### src/rtl/lsu_access_ctrl_if.sv
// lsu_access_ctrl_if: request/response handshake between the execute stage and the load/store controller.
interface lsu_access_ctrl_if;
    logic        req_valid;
    logic        req_ready;
    logic        req_we;
    logic [2:0]  req_funct3;
    logic [31:0] req_addr;
    logic [31:0] req_wdata;
    logic        resp_valid;
    logic        resp_err;
    logic [31:0] resp_rdata;
    modport master (
        output req_valid, req_we, req_funct3, req_addr, req_wdata,
        input  req_ready, resp_valid, resp_err, resp_rdata
    );
    modport slave (
        input  req_valid, req_we, req_funct3, req_addr, req_wdata,
        output req_ready, resp_valid, resp_err, resp_rdata
    );
endinterface

### src/rtl/lsu_access_ctrl.sv
// lsu_access_ctrl: load/store controller that maps funct3 to memory masks and splits misaligned accesses into bytes.
// Define LSU_MISALIGN_TRAP_EN to reject misaligned half/word accesses with resp_err instead of splitting them.
module lsu_access_ctrl #(
    parameter int MEM_BYTES = 4096
) (
    input  logic                  clk,
    input  logic                  rst,
    lsu_access_ctrl_if.slave      bus,
    output logic                  mem_rd_en,
    output logic                  mem_wr_en,
    output logic [2:0]            mem_mask,
    output logic [31:0]           mem_addr,
    output logic [31:0]           mem_wdata,
    input  logic [31:0]           mem_rdata
);
    localparam logic [1:0] IDLE = 2'd0, ACCESS = 2'd1, SPLIT = 2'd2, FINISH = 2'd3;

    logic [1:0]  state_q, state_d;
    logic        we_q, we_d;
    logic [2:0]  f3_q, f3_d;
    logic [31:0] addr_q, addr_d;
    logic [31:0] wdata_q, wdata_d;
    logic [2:0]  n_q, n_d;
    logic [1:0]  idx_q, idx_d;
    logic [31:0] asm_q, asm_d;
    logic        resp_valid_q, resp_valid_d;
    logic        resp_err_q, resp_err_d;
    logic [31:0] resp_rdata_q, resp_rdata_d;

    logic [2:0]  n_in;
    logic        illegal, out_of_range, misaligned, active;
    logic [2:0]  rd_mask, wr_mask;
    logic [31:0] asm_nx, asm_ext, wdata_sh;

    assign n_in         = bus.req_funct3[1:0] == 2'b00 ? 3'd1 : bus.req_funct3[1:0] == 2'b01 ? 3'd2 : 3'd4;
    assign illegal      = bus.req_funct3[1:0] == 2'b11 ||
                          (bus.req_we ? bus.req_funct3[2] : bus.req_funct3[2:1] == 2'b11);
    // 33-bit sum so an access near 2^32 cannot wrap back into range
    assign out_of_range = ({1'b0, bus.req_addr} + {30'b0, n_in} - 33'd1) >= 33'(MEM_BYTES);
    assign misaligned   = (n_in == 3'd2 && bus.req_addr[0]) || (n_in == 3'd4 && bus.req_addr[1:0] != 2'b00);

    assign rd_mask  = f3_q == 3'b000 ? 3'b011 : f3_q == 3'b001 ? 3'b001 :
                      f3_q == 3'b010 ? 3'b000 : f3_q == 3'b100 ? 3'b100 : 3'b010;
    assign wr_mask  = f3_q[1:0] == 2'b00 ? 3'b010 : f3_q[1:0] == 2'b01 ? 3'b001 : 3'b000;
    assign asm_nx   = asm_q | ({24'b0, mem_rdata[7:0]} << {idx_q, 3'b000});
    assign asm_ext  = f3_q[1] ? asm_nx : f3_q[2] ? {16'b0, asm_nx[15:0]} : {{16{asm_nx[15]}}, asm_nx[15:0]};
    assign wdata_sh = wdata_q >> {idx_q, 3'b000};

    assign active    = state_q == ACCESS || state_q == SPLIT;
    assign mem_rd_en = active && !we_q;
    assign mem_wr_en = active && we_q;
    assign mem_mask  = state_q == ACCESS ? (we_q ? wr_mask : rd_mask) :
                       state_q == SPLIT  ? (we_q ? 3'b010 : 3'b100) : 3'b000;
    assign mem_addr  = state_q == ACCESS ? addr_q : state_q == SPLIT ? addr_q + {30'b0, idx_q} : 32'b0;
    assign mem_wdata = !(active && we_q) ? 32'b0 : state_q == ACCESS ? wdata_q : {24'b0, wdata_sh[7:0]};

    assign bus.req_ready  = state_q == IDLE;
    assign bus.resp_valid = resp_valid_q;
    assign bus.resp_err   = resp_err_q;
    assign bus.resp_rdata = resp_rdata_q;

    always_comb begin
        state_d      = state_q;
        we_d         = we_q;
        f3_d         = f3_q;
        addr_d       = addr_q;
        wdata_d      = wdata_q;
        n_d          = n_q;
        idx_d        = idx_q;
        asm_d        = asm_q;
        resp_valid_d = 1'b0;
        resp_err_d   = 1'b0;
        resp_rdata_d = 32'b0;
        case (state_q)
            IDLE: if (bus.req_valid) begin
                we_d    = bus.req_we;
                f3_d    = bus.req_funct3;
                addr_d  = bus.req_addr;
                wdata_d = bus.req_wdata;
                n_d     = n_in;
                idx_d   = 2'd0;
                asm_d   = 32'b0;
                if (illegal || out_of_range) begin
                    state_d      = FINISH;
                    resp_valid_d = 1'b1;
                    resp_err_d   = 1'b1;
                end else if (misaligned) begin
`ifdef LSU_MISALIGN_TRAP_EN
                    state_d      = FINISH;
                    resp_valid_d = 1'b1;
                    resp_err_d   = 1'b1;
`else
                    state_d      = SPLIT;
`endif
                end else begin
                    state_d = ACCESS;
                end
            end
            ACCESS: begin
                state_d      = FINISH;
                resp_valid_d = 1'b1;
                resp_rdata_d = we_q ? 32'b0 : mem_rdata;
            end
`ifndef LSU_MISALIGN_TRAP_EN
            SPLIT: begin
                asm_d = asm_nx;
                idx_d = idx_q + 2'd1;
                if ({1'b0, idx_q} + 3'd1 == n_q) begin
                    state_d      = FINISH;
                    resp_valid_d = 1'b1;
                    resp_rdata_d = we_q ? 32'b0 : asm_ext;
                end
            end
`endif
            default: state_d = IDLE;
        endcase
    end

    always_ff @(posedge clk or posedge rst) begin
        if (rst) begin
            state_q      <= IDLE;
            we_q         <= 1'b0;
            f3_q         <= 3'b0;
            addr_q       <= 32'b0;
            wdata_q      <= 32'b0;
            n_q          <= 3'b0;
            idx_q        <= 2'b0;
            asm_q        <= 32'b0;
            resp_valid_q <= 1'b0;
            resp_err_q   <= 1'b0;
            resp_rdata_q <= 32'b0;
        end else begin
            state_q      <= state_d;
            we_q         <= we_d;
            f3_q         <= f3_d;
            addr_q       <= addr_d;
            wdata_q      <= wdata_d;
            n_q          <= n_d;
            idx_q        <= idx_d;
            asm_q        <= asm_d;
            resp_valid_q <= resp_valid_d;
            resp_err_q   <= resp_err_d;
            resp_rdata_q <= resp_rdata_d;
        end
    end
endmodule
### src/flat_wrapper.sv
// flat-port wrapper written by rule: the top's interface ports become plain ports
module lsu_access_ctrl_flat 
#(
    parameter int MEM_BYTES = 4096
)
  (clk, rst, mem_rd_en, mem_wr_en, mem_mask, mem_addr, mem_wdata, mem_rdata, bus_req_valid, bus_req_we, bus_req_funct3, bus_req_addr, bus_req_wdata, bus_req_ready, bus_resp_valid, bus_resp_err, bus_resp_rdata);
  lsu_access_ctrl_if bus_i ();
  input  logic clk;
  input  logic rst;
  output logic mem_rd_en;
  output logic mem_wr_en;
  output logic [2:0] mem_mask;
  output logic [31:0] mem_addr;
  output logic [31:0] mem_wdata;
  input  logic [31:0] mem_rdata;
  input wire logic [$bits(bus_i.req_valid)-1:0] bus_req_valid;
  input wire logic [$bits(bus_i.req_we)-1:0] bus_req_we;
  input wire logic [$bits(bus_i.req_funct3)-1:0] bus_req_funct3;
  input wire logic [$bits(bus_i.req_addr)-1:0] bus_req_addr;
  input wire logic [$bits(bus_i.req_wdata)-1:0] bus_req_wdata;
  output wire logic [$bits(bus_i.req_ready)-1:0] bus_req_ready;
  output wire logic [$bits(bus_i.resp_valid)-1:0] bus_resp_valid;
  output wire logic [$bits(bus_i.resp_err)-1:0] bus_resp_err;
  output wire logic [$bits(bus_i.resp_rdata)-1:0] bus_resp_rdata;
  assign bus_i.req_valid = bus_req_valid;
  assign bus_i.req_we = bus_req_we;
  assign bus_i.req_funct3 = bus_req_funct3;
  assign bus_i.req_addr = bus_req_addr;
  assign bus_i.req_wdata = bus_req_wdata;
  assign bus_req_ready = bus_i.req_ready;
  assign bus_resp_valid = bus_i.resp_valid;
  assign bus_resp_err = bus_i.resp_err;
  assign bus_resp_rdata = bus_i.resp_rdata;
  lsu_access_ctrl #(.MEM_BYTES(MEM_BYTES)) u_core (.clk(clk), .rst(rst), .bus(bus_i), .mem_rd_en(mem_rd_en), .mem_wr_en(mem_wr_en), .mem_mask(mem_mask), .mem_addr(mem_addr), .mem_wdata(mem_wdata), .mem_rdata(mem_rdata));
endmodule
### config.mk
export PLATFORM = sky130hd
export DESIGN_NAME = lsu_access_ctrl_flat
export DESIGN_NICKNAME = d
export VERILOG_FILES = /design/src/rtl/lsu_access_ctrl_if.sv /design/src/rtl/lsu_access_ctrl.sv /design/src/flat_wrapper.sv
export SDC_FILE = /design/constraint.sdc
export NUM_CORES = 1
export LEC_CHECK = 0
export ABC_AREA = 0
export CAP_MARGIN = 25
export CORE_MARGIN = 2
export CORE_UTILIZATION = 30
export DETAILED_ROUTE_END_ITERATION = 8
export MAX_ROUTING_LAYER = met4
export PLACE_DENSITY = 0.65
export REMOVE_ABC_BUFFERS = 1
export SKIP_LAST_GASP = 1
export SLEW_MARGIN = 5
export SYNTH_ARGS = -nofsm -noshare
export SYNTH_HDL_FRONTEND = slang
export SYNTH_SLANG_ARGS = --single-unit
### constraint.sdc
create_clock -name clk -period 5.8 [get_ports clk]
set_input_delay 1.16 -clock clk [delete_from_list [all_inputs] [get_ports clk]]
set_output_delay 1.16 -clock clk [all_outputs]
set_load 0.02 [all_outputs]
Word level (Yosys, flattened, before mapping)
Cells that the tools add are included.

storage, ports and cells
  register bits after elaboration = 141
  bits of input ports = 103
  output and inout bits = 104
  logic and storage cells = 89

cells by class
  $add $sub $neg = 5
  order comparisons = 1
  equal/unequal tests = 14
  shift operators = 2
  multiplexer cells = 37
  bitwise logic cells = 1
  reduce and logical (&&, ||, !) cells = 18

operator list
  kind                                                   number
  two-way mux 32 bit                                     10
  case mux 32 bit (2 select lines)                       2
  adder 32 x 3 -> 33 bit                                 1
  >= comparator 33 x 13 -> 1 bit, second input constant  1
  two-way mux 3 bit                                      11
  subtractor 33 x 1 -> 33 bit, second input constant     1
  adder 32 x 2 -> 32 bit                                 1
  OR 32 bit                                              1
  << shifter 8 x 5 -> 32 bit                             1
  >> shifter 32 x 5 -> 8 bit                             1
  two-way mux 2 bit                                      5
  == test 2 x 1 -> 1 bit, second input constant          3
  == test 2 bit, second input constant                   3
  == test 3 x 2 -> 1 bit, second input constant          2
  == test 3 bit, second input constant                   2
  zero test 2 bit                                        3
  two-way mux 1 bit                                      6
  case mux 2 bit (3 select lines)                        1
  AND reduction 2 bit                                    3
  logical AND 1 bit                                      4
  logical OR 1 bit                                       4
  inequality test 2 bit, second input constant           2
  case mux 2 bit (2 select lines)                        1
  nonzero test 2 bit                                     2
  7 further kinds                                        7

Longest topological paths before layout
Gate-level depths: netlist of run 1.

  depth in word-level cells = 10
  gate-level depth with buffers = 17
  mapped depth without buffers = 17

Worst setup path before layout of run 1
No wires, ideal clock.

  kind = input port to flip-flop
  from = input bus_req_funct3[0]
  to = register u_core.state_q[0]
  setup time = 0.121 ns
  arrival = 4.021 ns
  required time = 5.679 ns
  slack = 1.658 ns
  stages on the path = 16
  buffers on the path = 0
  cell sequence = or2_2 ha_1 inv_1 ha_1 inv_1 fa_1 nor2b_1 o21ai_0 nand3_1 nand3_1 a221o_1 or4b_1 nor4_2 nand4_1 nor3b_2 o21ai_1

on the way
  cells in the longest elaborated chain, start to end = 10
  elaborated cells on any way between the ends = 19
  classes of those cells = 2 x add/sub; 1 x order compare; 4 x eq/ne; 6 x mux; 6 x reduce/logical

RTL lines
  item                                                                       line                                          RTL
  start: declaration                                                         flat_wrapper.sv:18                            input wire logic [$bits(bus_i.req_funct3)-1:0] bus_req_funct3;
  == test 2 x 1 -> 1 bit                                                     lsu_access_ctrl.sv:35                         assign n_in = bus.req_funct3[1:0] == 2'b00 ? 3'd1 : bus.req_funct3[1:0] == 2'b01 ? 3'd2 : 3'd4;
  two-way mux 3 bit (2 in series)                                            lsu_access_ctrl.sv:35
  adder 32 x 3 -> 33 bit, or another cell as far along                       lsu_access_ctrl.sv:39                         assign out_of_range = ({1'b0, bus.req_addr} + {30'b0, n_in} - 33'd1) >= 33'(MEM_BYTES);
  subtractor 33 x 1 -> 33 bit / logical AND 1 bit (equally long branches)    lsu_access_ctrl.sv:39, lsu_access_ctrl.sv:40
  >= comparator 33 x 13 -> 1 bit / logical OR 1 bit (equally long branches)  lsu_access_ctrl.sv:39, lsu_access_ctrl.sv:40
  logical OR 1 bit / two-way mux 2 bit (equally long branches)               lsu_access_ctrl.sv:83, lsu_access_ctrl.sv:87
  two-way mux 2 bit *                                                        lsu_access_ctrl.sv:83                         if (illegal || out_of_range) begin
  two-way mux 2 bit *                                                        lsu_access_ctrl.sv:75                         IDLE: if (bus.req_valid) begin
  case mux 2 bit (3 select lines) *                                          lsu_access_ctrl.sv:74                         case (state_q)
  end signal: assignment                                                     lsu_access_ctrl.sv:133                        state_q <= state_d;
  end: declaration                                                           lsu_access_ctrl.sv:18                         logic [1:0] state_q, state_d;

Mark *: on every way between the ends. The rest lies on a longest branch, timed or not. The select of a mux whose other input is x is not followed.
A chain may end at the register's enable or synchronous reset.

Final worst setup path of run 1
  from = register u_core.state_q[1]
  to = output mem_addr[28]

on the way
  cells in the longest elaborated chain, start to end = 3
  elaborated cells on any way between the ends = 4
  classes of those cells = 2 x eq/ne; 2 x mux

RTL lines
  item                  line                   RTL
  == test 2 bit         lsu_access_ctrl.sv:54  assign mem_addr = state_q == ACCESS ? addr_q : state_q == SPLIT ? addr_q + {30'b0, idx_q} : 32'b0;
  two-way mux 32 bit    lsu_access_ctrl.sv:54
  two-way mux 32 bit *  lsu_access_ctrl.sv:54
  end: declaration      flat_wrapper.sv:13     output logic [31:0] mem_addr;

Mark *: on every way between the ends. The rest lies on a longest branch, timed or not.

==> impl_metrics.tcl, run 1 <==
set metrics [dict create \
    startpoint_type "flip-flop" \
    clockBufferDepth 2 \
    layout_setup_ws_ps 561 \
    ys_ff_latch 141 \
    seq_area_frac_synth_pct 39.4 \
    irDropWorstVdd_mv 0.190 \
    stdcell_area_mm2 0.0121 \
    power_frac_clock_pct 21.1 \
    gr-usage-met1_pct 24.3 \
    grt_pass1_wl_um 44900 \
    maxSlewViolCount 0 \
    rows 63 \
    worstSetupEndpointType "output port" \
    final.period_utilization_pct 90.3 \
    use_met2_pct 30.8 \
    antenna_found_initial 1 \
    grt.overflow.total 0 \
    p_switching_mw 2.26 \
    wl_um 28100 \
    ctsHoldBuffers 0 \
    die_y_um 177 \
    timing_worst_slew_pin_value_ps 964 \
    worstPathRequired_ps 4640 \
    synth-main-ff-cell "dfrtp_1" \
    grt_max_degree 104 \
    power_frac_seq_pct 30.5 \
    p_total_mw 5.34 \
    vias 8372 \
    fin_tns_setup_ps 0 \
    clock-sinks 141 \
    area_growth_pct 34.6 \
    core_area_mm2 0.0295 \
    cts_tree "done" \
    layout-drive-gt1-share_pct 7.84 \
    synth_edf_count 0 \
    dr.pass1.iters 5 \
    post_cts_buffers 0 \
    track_usage_pct 18.8 \
    cp_common_cell "inv_1" \
    leakage_nw 5.04 \
    h-tree-depth 4 \
    clkTransAtPathRegs_ps 70 \
    crit_chain "inv_1, ha_1, inv_1, nand2_1, nor2_1, and3_1, and2_1, nand2b_1, nor3_1, nand3_1, or3_1, a21oi_1, clkdlybuf4s50_1" \
    setup_violations 0 \
    max_slew_margin_pct 35.7 \
    cts_root_buf "clkbuf_16" \
    die-area_mm2 0.0313 \
    wire_per_inst_um 17.0 \
    cts_resized 0 \
    final_cell_mix "clkdlybuf4s50_1, a21oi_1, dfrtp_1" \
    path_class "reg -> out" \
    cpMaxStageDelayCell "clkdlybuf4s50_1" \
    drc 0 \
    power_density_mw_per_mm2 443 \
    critPathArrivalTime_ps 4080 \
    final_antenna_net_count 0 \
    drt-vias-per-instance 5.06 \
    gr-max-usage-layer "met2" \
    first_iter_violations 550 \
    synthCells 1062 \
    fin_nets 1395 \
    status "finished clean" \
    yosysWarnings 0 \
    final_common_cell "clkdlybuf4s50_1" \
    postPlaceCellArea_mm2 0.0114 \
    grt_pass1_vias 8259 \
    pin_count 207 \
    synth.distinct_cells 64 \
    pre_cts_slack_ps 760 \
    clock_latency_ps 420 \
    die-width_um 177 \
    use_met3_pct 3.39 \
    critPathMaxStageDelay_ps 630 \
    synth_area_mm2 0.00896 \
    cts_buffers 17 \
    dp_hpwl_um 21000 \
    fin_skew_ps 11.9 \
    rsz0062_at_grt "no" \
    fmax_mhz 191 \
    start_util_pct 30.4 \
    p_int_mw 3.08 \
    crit_fanout 7 \
    io_buffers 206 \
    timing.max_cap.violations 0 \
    syn_area_per_cell_um2 8.43 \
    p_sw_share_pct 42.4 \
    fin_crit_ps 5240 \
    hold_violations 0 \
    gp_congestion 0.876 \
    async_reset_ff_share_pct 100 \
    p_comb_share_pct 48.4 \
    hp-class "reg -> reg" \
]
==> worst paths after layout <==
kind                                                  end  slack [ps]  cells past startpoint               from
max in group asynchronous               u_core.state_q[0]        3940                      3                rst
min in group asynchronous              u_core.wdata_q[13]        1040                      2                rst
worst max-delay path                         mem_addr[28]         560                     13  u_core.state_q[1]
worst min-delay path                     u_core.asm_q[15]         500                      2   u_core.asm_q[15]
worst min register to register           u_core.asm_q[15]         500                      2   u_core.asm_q[15]
worst max register to register  u_core.bus.resp_rdata[24]        2660                     11    u_core.idx_q[1]
==> power by group through the flow <==
stage | clock [mW] | sequential, mW | combinational, mW
after global placement | 0 | 1.63 | 2.56
after global routing | 1.21 | 1.68 | 2.83
after detailed placement | 0 | 1.65 | 2.58
after floorplan | 0 | 1.64 | 1.46
final | 1.12 | 1.63 | 2.59
after CTS | 1.16 | 1.63 | 2.59
==> Yosys cell counts, types with 4 or more instances <==
cell type,n,area (µm²)
a21oi_1,142,711
dfrtp_1,141,3530
nand2_1,141,529
o21ai_0,97,485
nor2_1,57,214
inv_1,56,210
clkbuf_1,47,176
ha_1,41,513
and2_1,38,238
mux2_2,36,405
nor2b_1,34,213
nand3_1,27,135
xor2_1,20,175
mux2i_1,13,130
nor3_1,13,65.1
and3_1,12,75.1
nand4_1,11,68.8
or3_1,11,68.8
a211oi_1,10,75.1
a21o_1,8,60.1
a22oi_1,8,60.1
o21a_1,8,60.1
o211ai_1,7,52.6
xnor2_1,7,61.3
a211o_1,6,52.6
nand2b_1,6,37.5
and4_1,5,43.8
or2_2,5,31.3
a2111oi_0,4,35.0
a31oi_1,4,25.0
nor4_1,4,25.0
==> layer usage <==
layer | routed length, µm | part of all wire (%)
met2 | 13400 | 48
met1 | 12800 | 46
met4 | 332 | 1.2
met5 | 0 | 0
met3 | 1470 | 5.2
==> final cells by class <==
class,instances,area [µm²]
well taps,390,488
diodes,1,2.50
multi-input cells,811,5010
flip-flops and latches,141,3530
clock inverters,15,169
fillers,2988,17400
inverters,56,215
clock buffers,17,425
repair buffers,222,2220
==> registers in the layout (all words and copies together) (netlist names) <==
signal                 flops
u_core.addr_q             32
u_core.asm_q              32
u_core.bus.resp_rdata     32
u_core.wdata_q            32
u_core.f3_q                3
u_core.n_q                 3
u_core.idx_q               2
u_core.state_q             2
u_core.bus.resp_err        1
u_core.bus.resp_valid      1
u_core.we_q                1
==> per-stage QoR <==
stage / instances / hold slack [ps] / util (%)
after global routing: 1653 / 526 / 40.9
after global placement: 1617 / 476 / 38.7
after detailed placement: 1617 / 483 / 38.7
after floorplan: 1008 / 463 / -
after CTS: 1649 / 501 / 40.7
final: 1653 / 499 / 40.9
==> critical path, delay by kind of cell, from the launching register on <==
family,cells,cell delay (ps)
AOI/OAI and AO/OA,1,150
DFF,1,390
and+or+nand+nor,8,2010
adders and majority gates,1,290
buffers and inverters,3,820
==> logic make-up (layout without fill, tap and decap cells) <==
logic type / Yosys count / after routing / synth area share [%]
buf+inv: 110 / 310 / 4.83
flops: 141 / 141 / 39.4
simple gates: 375 / 375 / 20.6
other cells: 0 / 1 / 0
mux: 49 / 49 / 5.98
compound gates: 317 / 317 / 20.3
fa+ha+maj: 43 / 43 / 6.17
xor+xnor: 27 / 27 / 2.64
No activity file was read; power rests on OpenSTA's default activity.
==> inputs of run 2 (changes only) <==
SETUP_SLACK_MARGIN = 0.1   (was default)
==> results of run 2 <==
Final layout, timing and power as in run 1 (identical DEF).
